### src/rtl/sp_multi_ctx.sv
// ---------------------------------------------------------------------------
// sp_multi_ctx
//   Multi-context stack-pointer unit. Keeps NUM_CTX independent stack
//   pointers, each confined to [SP_BASE, SP_BASE+STACK_DEPTH]. Supports
//   push/pop by a variable word step and direct load. Any op that would
//   leave the legal window is refused: the pointer holds, a one-cycle
//   error pulse is raised and a sticky flag records the fault.
//
// Ports
//   i_clk          clock
//   i_rst_n        asynchronous active-low reset
//   i_ctx_sel      context used by both the op and the read path
//                  (values >= NUM_CTX fall back to context 0)
//   i_sp_op        00 nop, 01 push, 10 pop, 11 load
//   i_sp_step      words moved by push/pop
//   i_sp_load_val  new pointer value for a load
//   i_err_clr      clears the sticky flags (a same-cycle fault wins)
//   o_sp_addr      pointer of the selected context (combinational)
//   o_sp_empty     pointer == SP_BASE
//   o_sp_full      pointer == SP_BASE+STACK_DEPTH
//   o_sp_used      pointer - SP_BASE
//   o_err          registered fault pulse, cycle after the faulting op
//   o_ovf_sticky   overflow seen since last clear
//   o_unf_sticky   underflow / too-low load seen since last clear
// ---------------------------------------------------------------------------
module sp_multi_ctx #(
    parameter int                ADDR_W      = 32,
    parameter logic [ADDR_W-1:0] SP_BASE     = 32'h2000,
    parameter int                STACK_DEPTH = 256,
    parameter int                NUM_CTX     = 4,
    parameter int                STEP_W      = 4,
    localparam int               CTX_W       = (NUM_CTX > 1) ? $clog2(NUM_CTX) : 1,
    localparam int               USED_W      = $clog2(STACK_DEPTH + 1)
) (
    input  logic              i_clk,
    input  logic              i_rst_n,
    input  logic [CTX_W-1:0]  i_ctx_sel,
    input  logic [1:0]        i_sp_op,
    input  logic [STEP_W-1:0] i_sp_step,
    input  logic [ADDR_W-1:0] i_sp_load_val,
    input  logic              i_err_clr,
    output logic [ADDR_W-1:0] o_sp_addr,
    output logic              o_sp_empty,
    output logic              o_sp_full,
    output logic [USED_W-1:0] o_sp_used,
    output logic              o_err,
    output logic              o_ovf_sticky,
    output logic              o_unf_sticky
);

    // All bound arithmetic is done one bit wider than the address so that
    // a push near the top of the address space cannot wrap and look legal.
    localparam int               XW   = ADDR_W + 1;
    localparam logic [XW-1:0]    LO_X = {1'b0, SP_BASE};
    localparam logic [XW-1:0]    HI_X = LO_X + XW'(STACK_DEPTH);
    localparam logic [CTX_W:0]   NCTX = (CTX_W + 1)'(NUM_CTX);

    typedef enum logic [1:0] {
        OP_NOP  = 2'b00,
        OP_PUSH = 2'b01,
        OP_POP  = 2'b10,
        OP_LOAD = 2'b11
    } op_e;

    function automatic logic above_hi(input logic [XW-1:0] v);
        return v > HI_X;
    endfunction

    function automatic logic below_lo(input logic [XW-1:0] v);
        return v < LO_X;
    endfunction

    logic [ADDR_W-1:0] r_sp [NUM_CTX];
    logic              r_err;
    logic              r_ovf;
    logic              r_unf;

    logic [CTX_W-1:0]  w_ctx;
    logic [ADDR_W-1:0] w_cur;
    logic [XW-1:0]     w_cur_x;
    logic [XW-1:0]     w_step_x;
    logic [XW-1:0]     w_ld_x;
    logic [XW-1:0]     w_sum;
    logic [XW-1:0]     w_diff;
    logic [ADDR_W-1:0] w_next;
    logic              w_we;
    logic              w_ovf;
    logic              w_unf;

    // Out-of-range context numbers alias context 0 for read and write alike.
    always_comb begin
        w_ctx = '0;
        if ({1'b0, i_ctx_sel} < NCTX) begin
            w_ctx = i_ctx_sel;
        end
    end

    assign w_cur    = r_sp[w_ctx];
    assign w_cur_x  = {1'b0, w_cur};
    assign w_step_x = XW'(i_sp_step);
    assign w_ld_x   = {1'b0, i_sp_load_val};
    assign w_sum    = w_cur_x + w_step_x;
    assign w_diff   = w_cur_x - w_step_x;

    // Pop underflow is tested as cur < base+step so the subtraction can
    // never wrap into a value that would pass the lower-bound check.
    always_comb begin
        w_next = w_cur;
        w_we   = 1'b0;
        w_ovf  = 1'b0;
        w_unf  = 1'b0;
        case (op_e'(i_sp_op))
            OP_PUSH: begin
                if (above_hi(w_sum)) begin
                    w_ovf = 1'b1;
                end else begin
                    w_we   = 1'b1;
                    w_next = w_sum[ADDR_W-1:0];
                end
            end
            OP_POP: begin
                if (w_cur_x < (LO_X + w_step_x)) begin
                    w_unf = 1'b1;
                end else begin
                    w_we   = 1'b1;
                    w_next = w_diff[ADDR_W-1:0];
                end
            end
            OP_LOAD: begin
                if (above_hi(w_ld_x)) begin
                    w_ovf = 1'b1;
                end else if (below_lo(w_ld_x)) begin
                    w_unf = 1'b1;
                end else begin
                    w_we   = 1'b1;
                    w_next = i_sp_load_val;
                end
            end
            default: begin
            end
        endcase
    end

    always_ff @(posedge i_clk or negedge i_rst_n) begin
        if (!i_rst_n) begin
            for (int i = 0; i < NUM_CTX; i++) begin
                r_sp[i] <= SP_BASE;
            end
        end else if (w_we) begin
            r_sp[w_ctx] <= w_next;
        end
    end

    // A fault in the same cycle as err_clr re-sets its own flag; the other
    // flag still clears.
    always_ff @(posedge i_clk or negedge i_rst_n) begin
        if (!i_rst_n) begin
            r_err <= 1'b0;
            r_ovf <= 1'b0;
            r_unf <= 1'b0;
        end else begin
            r_err <= w_ovf | w_unf;
            r_ovf <= w_ovf | (r_ovf & ~i_err_clr);
            r_unf <= w_unf | (r_unf & ~i_err_clr);
        end
    end

    assign o_sp_addr    = w_cur;
    assign o_sp_empty   = (w_cur_x == LO_X);
    assign o_sp_full    = (w_cur_x == HI_X);
    assign o_sp_used    = USED_W'(w_cur_x - LO_X);
    assign o_err        = r_err;
    assign o_ovf_sticky = r_ovf;
    assign o_unf_sticky = r_unf;

endmodule

### config.mk
export PLATFORM = sky130hd
export DESIGN_NAME = sp_multi_ctx
export DESIGN_NICKNAME = d
export VERILOG_FILES = /design/src/rtl/sp_multi_ctx.sv
export SDC_FILE = /design/constraint.sdc
export NUM_CORES = 1
export LEC_CHECK = 0
export BUFFER_PORTS_ARGS = -buffer_cell sky130_fd_sc_hd__buf_2
export CAP_MARGIN = 20
export CORE_ASPECT_RATIO = 1.5
export CORE_MARGIN = 2
export CORE_UTILIZATION = 38
export CTS_CLUSTER_SIZE = 30
export DETAILED_ROUTE_END_ITERATION = 10
export HOLD_SLACK_MARGIN = 0.06
export PLACE_DENSITY_LB_ADDON = 0.08
export SYNTH_ARGS = -nofsm -noshare
export SYNTH_HDL_FRONTEND = slang
export SYNTH_SLANG_ARGS = --single-unit
### constraint.sdc
create_clock -name i_clk -period 6.11 [get_ports i_clk]
set_input_delay 1.5275 -clock i_clk [delete_from_list [all_inputs] [get_ports i_clk]]
set_output_delay 1.5275 -clock i_clk [all_outputs]
set_load 0.02 [all_outputs]
==> results of run 1 <==
[worst max-delay path, delay by kind of cell]
| kind | cells | cell delay (ns) |
|---|---|---|
| simple gates | 5 | 1.79 |
| buf+inv | 3 | 0.67 |
| mux | 1 | 0.55 |
[metrics by stage]
step	hold WS [ns]	util	total power, W	setup TNS (ns)	worst slack, ns
2_1_floorplan	0.4446	-	0.003288	0	0.004620
3_3_place_gp	0.4567	0.4382	0.004173	-0.1510	-0.1510
3_5_place_dp	0.4663	0.4382	0.004242	-0.4306	-0.1295
4_1_cts	0.4783	0.4658	0.005366	0	0.04187
5_1_grt	0.5056	0.4658	0.005674	0	0.004027
6_report	0.4720	0.4658	0.005336	0	0.02643
[worst max path at each step]
stage | depth (start not counted) | slack [ns] | endpoint
6_report | 9 | 0.03 | o_sp_empty
5_1_grt | 9 | 0.004 | o_sp_full
4_1_cts | 9 | 0.04 | o_sp_full
3_5_place_dp | 9 | -0.13 | o_sp_full
3_3_place_gp | 9 | -0.15 | o_sp_full
2_1_floorplan | 20 | 0.005 | r_sp[10]
[power by group]
part	total (W)	leakage (nW)	switching [W]	internal (W)
sequential	0.00138	1.70	0.000172	0.00121
clock	0.00109	0.306	0.000394	0.000696
combinational	0.00286	2.73	0.00166	0.00120
[layout by cell type (no fill, tap or decap), types with 11 or more instances in the layout]
cell type and count:
nor3_1 16, mux4_2 29, nor2_1 62, buf_4 76
o21ai_0 45, inv_1 21, nand3_1 29, a21oi_1 24
mux2_4 31, clkbuf_16 17, a22oi_1 13, mux2_2 63
or3_1 11, nor4_1 18, xor2_1 11, xnor2_1 15
buf_2 87, dfrtp_1 127, nand2_1 71, nand4_1 17
[metal layers]
layer / up-vias / track usage
li1: 3388 / -
met1: 3766 / 0.3027
met5: - / 0
met2: 231 / 0.4302
met4: 0 / 0.1137
met3: 66 / 0.04373
[layout make-up]
type                            count  share of cell area
Multi-Input combinational cell    624              0.4814
Sequential cell                   131              0.3057
Timing Repair Buffer              172              0.1105
Clock buffer                       20             0.04159
Tap cell                          315             0.03670
Clock inverter                     12             0.01678
Inverter                           21            0.007340
[what timing repair did]
item                                    in CTS  in global routing
endpoints found under the setup margin       1                  0
resized for setup                            2                  0
hold buffers                                 0                  0
[state kept, by name, indices dropped and copies added (netlist names)]
register and flops:
o_ovf_sticky 1, o_unf_sticky 1, r_sp 128, o_err 1
[cells by family after synthesis]
| kind of cell | synth area share |
|---|---|
| adder cells (fa/ha/maj) | 0.01566 |
| XOR/XNOR | 0.02545 |
| AND/OR/NAND/NOR | 0.1733 |
| AO/OA/AOI/OAI | 0.1257 |
| flip-flops | 0.3670 |
| buffers and inverters | 0.06462 |
| multiplexers | 0.2283 |
==> impl_metrics.tcl, run 1 <==
set metrics [dict create \
    drive_above_1_share 0.3816 \
    die-area_sq_um 24810 \
    critPathKind "in -> out" \
    leakagePower_nw 4.732 \
    cpMaxStageDelayCell "or4b_4" \
    setup_viol_count_final 0 \
    hold_path_depth 2 \
    fin_crit_sh 0.9957 \
    dp.cells 1263 \
    worstPathCellList "buf_2 -> buf_12 -> mux4_2 -> or4_4 -> or4b_4 -> nor2_2 -> nand4_1 -> nor2_1 -> buf_2" \
    ys_seq_area_frac 0.3670 \
    critPathLaunchType "input pin" \
    crit_start "i_ctx_sel[0]" \
    ff_latch_area_sq_um 3283 \
    cap_violations 0 \
    dieHeight_microns 191.9 \
    worstSkewPairLatency_ns 0.43 \
    globalRouteTotalUtil 0.2500 \
    top_layer_used "met4" \
    grt_pass1_vias 7769 \
    antennaDiodeCount 0 \
    wl_met3_mm 1.254 \
    avgViaCountPerCell 5.754 \
    rr_startpoint "r_sp[0]" \
    drt-initial-drc-count 566 \
    crit_top_cell "buf_2" \
    critPathMaxStageDelay_ns 0.59 \
    synth_largest_area_cell "dfrtp_1" \
    cp-end-kind "output port" \
    required_ns 4.58 \
    fin_worst_skew_ns 0.01199 \
    multi_input_area_sq_um 5170 \
    ys_types 87 \
    dieWidth_microns 129.3 \
    ios 89 \
    m1WireLength_mm 11.66 \
    synth_edf_count 0 \
    gr-total-overflow 0 \
    clock_sinks 131 \
    wl_per_cell_microns 22.91 \
    cts_tree "yes" \
    ys.flop_type "dfrtp_1" \
    placed_area_sq_um 10100 \
    postCtsSetupRepairBufs 0 \
    port-buffer-count 88 \
    rsz0062_at_grt "no" \
    grt_start_max_net_pins 76 \
    dr.pass1.iters 5 \
    worstPathArrival_ns 4.56 \
    worstMarginPinSlew_ns 0.9581 \
    cts_htree_levels 4 \
    clockRootBuffer "clkbuf_16" \
    synth_area_leaders "dfrtp_1 (36%), mux2_2 (7.9%), mux4_2 (7.3%), mux2_4 (5.2%), nand2_1 (3.0%)" \
    nets 1020 \
    core_sq_um 23060 \
    status "finished clean" \
    grt_pass1_wl_mm 46.08 \
    clk_path_buf_depth 2 \
    yosysMostFrequentCell "dfrtp_1" \
    wl_mm 29.67 \
    rows 68 \
    ff2ff_setup_slack_ns 1.47 \
    antenna_found_initial 0 \
    final_area_sq_um 10740 \
    hold_path.startpoint "r_sp[62]" \
    ant_nets 0 \
    yosysTopAreaCellShare 0.3552 \
    slew_headroom 0.3613 \
    synth-seq-cells 131 \
    clk_pin_slew_ns 0.05 \
    hold_viol_final 0 \
    ir_drop_mv 0.2484 \
    drc 0 \
    num_vias 7451 \
    async_flop_share 1.000 \
    hold_path_class "reg -> reg" \
    crit_fanout 18 \
    r2r_cells 17 \
    hpwl_mm 22.42 \
    synthCells 853 \
    fillers 2193 \
    synth_nets 906 \
    netlist_area_sq_um 8946 \
    p_per_area_nw_per_um2 496.9 \
    start_util 0.3880 \
    period_minus_slack_ns 6.084 \
    r2r_end "r_sp[109]" \
    place_congestion 0.9602 \
    cts_buffers 17 \
    yosysWarnings 0 \
    synth_commonest_cells "dfrtp_1 (127), nand2_1 (71), nor2_1 (64), mux2_2 (63), o21ai_0 (46)" \
    slew_viol_final 0 \
    fmax_mhz 164.4 \
    min_to "r_sp[62]" \
    syn_to_final_growth_pct 20.04 \
    wl_met2_mm 15.47 \
    avgSynthCellArea_sq_um 10.49 \
    final_cell_count_no_fill 1295 \
]
Note: power is estimated with default switching activity, not from simulation.
==> run 2: changes to the inputs <==
--- a/constraint.sdc
+++ b/constraint.sdc
@@ -3,2 +3,2 @@
 set_output_delay 1.5275 -clock i_clk [all_outputs]
-set_load 0.02 [all_outputs]
+set_load 0.01 [all_outputs]
==> run 2 against run 1 <==
Against the previous run: clock power down 11%; count of clock-buffer cells in the layout down 2; setup slack better by 0.12 ns; maximum frequency up 2.0%; via count down 0.34%; die area unchanged; critical path depth unchanged; routed wire length down 1.1%; non-clock buffer count down 1; global-route usage down 0.64 points; sequential cell count unchanged; sequential share of layout area up 0.36 points; critical path type unchanged.
==> impl_metrics.tcl, run 2 (same netlist as run 1, synthesis figures left out) <==
set metrics [dict create \
    status "finished clean" \
    num_vias 7426 \
    critPathKind "in -> out" \
    ir_drop_mv 0.3411 \
    leakagePower_nw 4.671 \
    largest_reg_flops 128 \
    slew_viol_final 0 \
    hold_buffers 0 \
    nets 1019 \
    timing.hold.ws_ns 0.4779 \
    grt_pass1_vias 7716 \
    gr-total-overflow 0 \
    cts_htree_levels 4 \
    setup_ws_ns 0.1473 \
    p_per_area_nw_per_um2 479.8 \
    wl_per_cell_microns 22.67 \
    rsz0062_at_grt "no" \
    cts_tree "yes" \
    setup_tns_ns 0 \
    die-area_sq_um 24810 \
    period_minus_slack_ns 5.963 \
    clock_sinks 131 \
    cap_violations 0 \
    dpl_worst_slack_ns -0.1828 \
    dr.pass1.iters 7 \
    worstPathArrival_ns 4.44 \
    layout_commonest_cell "dfrtp_1" \
    fin_crit_sh 0.9759 \
    port-buffer-count 88 \
    worstMarginPinSlew_ns 1.115 \
    place_congestion 0.8875 \
    dieWidth_microns 129.3 \
    dieHeight_microns 191.9 \
    crit_fanout 8 \
    layout_common_cells "dfrtp_1 (127), buf_2 (87), buf_4 (74), nand2_1 (71)" \
    worstSkewPairLatency_ns 0.43 \
    start_util 0.3880 \
    drc 0 \
    globalRouteTotalUtil 0.2436 \
    cp-end-kind "output port" \
    hold_path_class "reg -> reg" \
    fin_worst_skew_ns 0.007819 \
    hold_viol_final 0 \
    ios 89 \
    ff2ff_setup_slack_ns 1.40 \
    slew_headroom 0.2471 \
    antennaDiodeCount 0 \
    antenna_found_initial 0 \
    drt-initial-drc-count 575 \
    core_sq_um 23060 \
    p_total_w 0.005093 \
    ant_nets 0 \
    cts_buffers 17 \
    critPathLaunchType "input pin" \
    required_ns 4.58 \
    hold_path_depth 2 \
    avgViaCountPerCell 5.739 \
    clk_path_buf_depth 2 \
    grt_start_max_net_pins 86 \
    fmax_mhz 167.7 \
    grt_pass1_wl_mm 45.03 \
    syn_to_final_growth_pct 18.64 \
    regMostFlops "r_sp" \
    r2r_cells 13 \
    rows 68 \
    wl_mm 29.34 \
    hpwl_mm 22.28 \
    fillers 2172 \
    clk_pin_slew_ns 0.05 \
    clockRootBuffer "clkbuf_16" \
    drive_above_1_share 0.3759 \
    setup_viol_count_final 0 \
]
## run 2: cell count changes in the layout (fill, tap and decap cells not counted), moves of 2 or more
cell	before	now
buf_4	76	74
bufinv_16	4	1
clkbuf_1	2	0
clkinvlp_4	1	4
ha_1	6	8
ha_4	2	0
inv_6	0	3
## run 2: worst max-delay path, cell delays in order
cell	delay [ns]
buf_2	0.24
buf_6	0.21
mux4_1	0.61
or4_4	0.53
or4b_4	0.58
nor2_1	0.18
nand4_1	0.12
nor3_1	0.22
buf_2	0.19
## run 2: final timing paths
check	from	to
setup / recovery	i_ctx_sel[0]	o_sp_full
hold / removal	r_sp[94]	r_sp[94]
setup reg to reg	r_sp[1]	r_sp[107]
hold reg to reg	r_sp[94]	r_sp[94]
max in group asynchronous	i_rst_n	r_sp[31]
min in group asynchronous	i_rst_n	r_sp[39]
## run 2: final cells by class
cell class                 instances  area (sq um)  share of cell area
clock buffer                      18         439.2             0.04138
clock inverter                    14         127.6             0.01202
inverter                          21         78.83            0.007427
multi-input combinational        624          5101              0.4806
sequential                       131          3283              0.3093
tap                              315         394.1             0.03713
timing repair buffer             171          1190              0.1121
## run 2: power breakdown
group | leakage (nW) | switching (W) | internal (W) | total, W
clock network | 0.269 | 0.000403 | 0.000572 | 0.000975
registers | 1.70 | 0.000171 | 0.00121 | 0.00138
logic | 2.71 | 0.00156 | 0.00118 | 0.00274
total | 4.67 | 0.00213 | 0.00296 | 0.00509
## run 2: layer usage
layer  global-route usage  vias to the layer above  part of all wire
li1                     -                     3379                 -
met1               0.2870                     3770              0.39
met2               0.4304                      220              0.53
met3              0.03733                       57             0.040
met4               0.1145                        0             0.042
met5                    0                        -                 0
## run 2: through the flow
step                        util  area (sq um)  instances
after CTS                 0.4587         10580       1293
after floorplan                -          8972        853
after global routing      0.4603         10610       1294
final                     0.4603         10610       1294
after global placement    0.4341         10010       1261
after detailed placement  0.4341         10010       1261
## run 2: what timing repair did
| action | in CTS | in global routing |
|---|---|---|
| resized for setup | 0 | 2 |
| buffers inserted | 0 | 0 |
| setup endpoints to repair | 0 | 5 |
==> run 3: changes to the inputs <==
- ABC_AREA: not set -> 1
==> run 3 against run 2 <==
Against the previous run: first-iteration DRC count is 53% higher; core utilization is 1.5 points lower; routed wire length is 34% higher; setup slack better by 0.40 ns; non-clock buffer count is 20 lower; global-route usage is 4.1 points higher; synthesized area is 13% higher; cell area is 10% higher; count of clock-buffer cells in the layout is 5 higher; sequential share of layout area is 2.9 points lower; clock power is 16% higher; via count is 50% higher; critical path type unchanged.
==> impl_metrics.tcl, run 3 <==
set metrics [dict create \
    hold_path_class "reg -> reg" \
    cap_violations 0 \
    grt_pass1_vias 10610 \
    rsz0062_at_grt "no" \
    critPathKind "in -> out" \
    hold_buffers 0 \
    drc 0 \
    synth_largest_area_cell "dfrtp_1" \
    critPathMaxStageDelay_ns 0.31 \
    avgSynthCellArea_sq_um 6.059 \
    drive_above_1_share 0.1303 \
    grt_start_max_net_pins 87 \
    hold_path_depth 2 \
    r2r_cells 26 \
    ys_seq_area_frac 0.3254 \
    gr-usage-met2 0.4826 \
    ff2ff_setup_slack_ns 1.85 \
    crit_family "simple AND/OR/NAND/NOR gates" \
    leakagePower_nw 6.375 \
    core_sq_um 26310 \
    fmax_mhz 179.6 \
    ant_nets 0 \
    clock_sinks 131 \
    busiest_layer "met2" \
    clockPowerShare 0.206 \
    cts_tree "yes" \
    dr.pass1.iters 5 \
    path_buf_inv 6 \
    yosysMostFrequentCell "nand2_1" \
    rows 73 \
    r2r_end "r_sp[104]" \
    port-buffer-count 88 \
    ios 89 \
    nets 1820 \
    gr-total-overflow 0 \
    synth_nets 1718 \
    setup_viol_count_final 0 \
    largest_reg_flops 128 \
    globalRouteTotalUtil 0.2851 \
    synth_edf_count 0 \
    clk_path_buf_depth 2 \
    antenna_found_initial 0 \
    layout_commonest_cell "nand2_1" \
    syn_to_final_growth_pct 16.23 \
    die-area_sq_um 27890 \
    final_cell_count_no_fill 2117 \
    cp-end-kind "output port" \
    worstMarginPinSlew_ns 0.8102 \
    avgViaCountPerCell 5.272 \
    grt_util_met3 0.03455 \
    wl_mm 39.22 \
    cts_resized 0 \
    fillers 2899 \
    worstPathCellList "buf_2 -> inv_2 -> buf_4 -> nand2_1 -> nand2_1 -> nand2_1 -> nand2_1 -> inv_1 -> nand2_1 -> nor2_1 -> nand2_1 -> nor2_1 -> inv_1 -> nor3b_1 -> buf_2" \
    layout_common_cells "nand2_1 (795), nor2_1 (151), nand3_1 (150), dfrtp_1 (127), inv_1 (114)" \
    setup_ws_ns 0.5428 \
    combPwrFrac 0.540 \
    min_to "r_sp[87]" \
    period_minus_slack_ns 5.567 \
    status "finished clean" \
    cts_buffers 17 \
    yosysWarnings 0 \
    antennaDiodeCount 0 \
    use_met1 0.3587 \
    crit_fanout 44 \
    setup_tns_ns 0 \
    timing.hold.ws_ns 0.4772 \
    synthCells 1665 \
    p_total_w 0.005490 \
    hold_viol_final 0 \
    ys_types 46 \
    num_vias 11160 \
    wl_per_cell_microns 18.52 \
    slew_viol_final 0 \
    place_congestion 0.9346 \
    crit_top_cell "nand2_1" \
    ff_latch_area_sq_um 3283 \
    rr_startpoint "r_sp[97]" \
    cpMaxStageDelayCell "inv_1" \
    synth_commonest_cells "nand2_1 (795), nor2_1 (153), nand3_1 (150), dfrtp_1 (127), inv_1 (114)" \
    cts_htree_levels 4 \
    dpl_worst_slack_ns 0.2141 \
    yosysTopAreaCellShare 0.3150 \
    netlist_area_sq_um 10090 \
    ir_drop_mv 0.2250 \
    clockRootBuffer "clkbuf_16" \
    worstPathArrival_ns 4.04 \
    required_ns 4.58 \
    switchingPower_w 0.002620 \
    dieHeight_microns 203.6 \
    worstSkewPairLatency_ns 0.43 \
    hpwl_mm 29.76 \
    hold_path.startpoint "r_sp[87]" \
    clk_pin_slew_ns 0.06 \
    p_per_area_nw_per_um2 468.2 \
    fin_crit_sh 0.9112 \
    ys.flop_type "dfrtp_1" \
    slew_headroom 0.4578 \
    critPathLaunchType "input pin" \
    grt_pass1_wl_mm 59.62 \
    dieWidth_microns 137.0 \
    regMostFlops "r_sp" \
    start_util 0.3835 \
    switching_share 0.4773 \
    drt-initial-drc-count 882 \
    power.sequential.fraction 0.255 \
    synth-seq-cells 131 \
    postCtsSetupRepairBufs 0 \
    multi_input_area_sq_um 5908 \
    synth_area_leaders "dfrtp_1 (32%), nand2_1 (30%), nand3_1 (7.4%), nor2_1 (5.7%), inv_1 (4.2%)" \
    intPower_w 0.002870 \
    fin_worst_skew_ns 0.007771 \
    dp.cells 2085 \
    async_flop_share 1.000 \
]
-- run 3: worst max path at each step --
| stage | slack [ns] | cells past startpoint | start | endpoint |
|---|---|---|---|---|
| after floorplan | 0.67 | 30 | i_ctx_sel[1] | r_sp[125] |
| after global placement | 0.20 | 27 | i_ctx_sel[0] | r_sp[104] |
| after detailed placement | 0.21 | 27 | i_ctx_sel[0] | r_sp[104] |
| after CTS | 0.57 | 15 | i_ctx_sel[0] | o_sp_empty |
| after global routing | 0.18 | 27 | i_ctx_sel[0] | r_sp[72] |
| final | 0.54 | 15 | i_ctx_sel[0] | o_sp_empty |
-- run 3: power by group through the flow --
stage | combinational [W] | clock, W | sequential, W
4_1_cts | 0.00294 | 0.00116 | 0.00139
5_1_grt | 0.00329 | 0.00119 | 0.00144
3_3_place_gp | 0.00292 | 0 | 0.00140
6_report | 0.00296 | 0.00113 | 0.00140
2_1_floorplan | 0.00193 | 0 | 0.00136
3_5_place_dp | 0.00293 | 0 | 0.00140
-- run 3: worst reg2reg max path: stages (launching register included) --
cell,delay [ns]
dfrtp_1,0.38
a22oi_1,0.22
and2_1,0.31
inv_1,0.10
ha_1,0.31
inv_1,0.09
nand2_1,0.06
nand2_1,0.08
nand3_1,0.14
nand2_1,0.09
nand2_1,0.12
nor2_1,0.18
nand3_1,0.22
nor2_1,0.25
nand2_1,0.09
nand2_1,0.10
nand2_1,0.08
inv_1,0.06
nand2_1,0.05
nor2_1,0.11
nand2_1,0.09
nand3_1,0.20
nand2_1,0.37
nand2_1,0.16
nand2_1,0.17
nand2_1,0.10
nand2_1,0.05
-- run 3: final cells by class --
cell class / instances / area share
tap: 337 / 0.03596
multi-input combinational: 1332 / 0.5038
sequential: 131 / 0.2800
timing repair buffer: 151 / 0.08163
clock inverter: 9 / 0.01494
clock buffer: 23 / 0.04076
inverter: 134 / 0.04289
-- run 3: through the flow --
stage	area (sq um)	utilization
floorplan	10090	-
global placement	11070	0.4209
detailed placement	11070	0.4209
CTS	11730	0.4458
global route	11730	0.4458
finish	11730	0.4458
-- run 3: cells by family (layout without fill, tap and decap cells) --
| family | Yosys count | after routing | share of synthesized area |
|---|---|---|---|
| AOI/OAI and AO/OA | 135 | 135 | 0.08322 |
| xor gates and xnor gates | 17 | 17 | 0.01476 |
| adders and majority gates | 10 | 10 | 0.01389 |
| buffers and inverters | 202 | 317 | 0.08942 |
| DFF | 131 | 131 | 0.3254 |
| and+or+nand+nor | 1170 | 1170 | 0.4733 |
-- run 3: metal layers --
| layer | vias to the layer above | wire length (microns) |
|---|---|---|
| li1 | 5468 | - |
| met1 | 5212 | 16070 |
| met2 | 396 | 19390 |
| met3 | 85 | 2036 |
| met4 | 0 | 1721 |
| met5 | - | 0 |
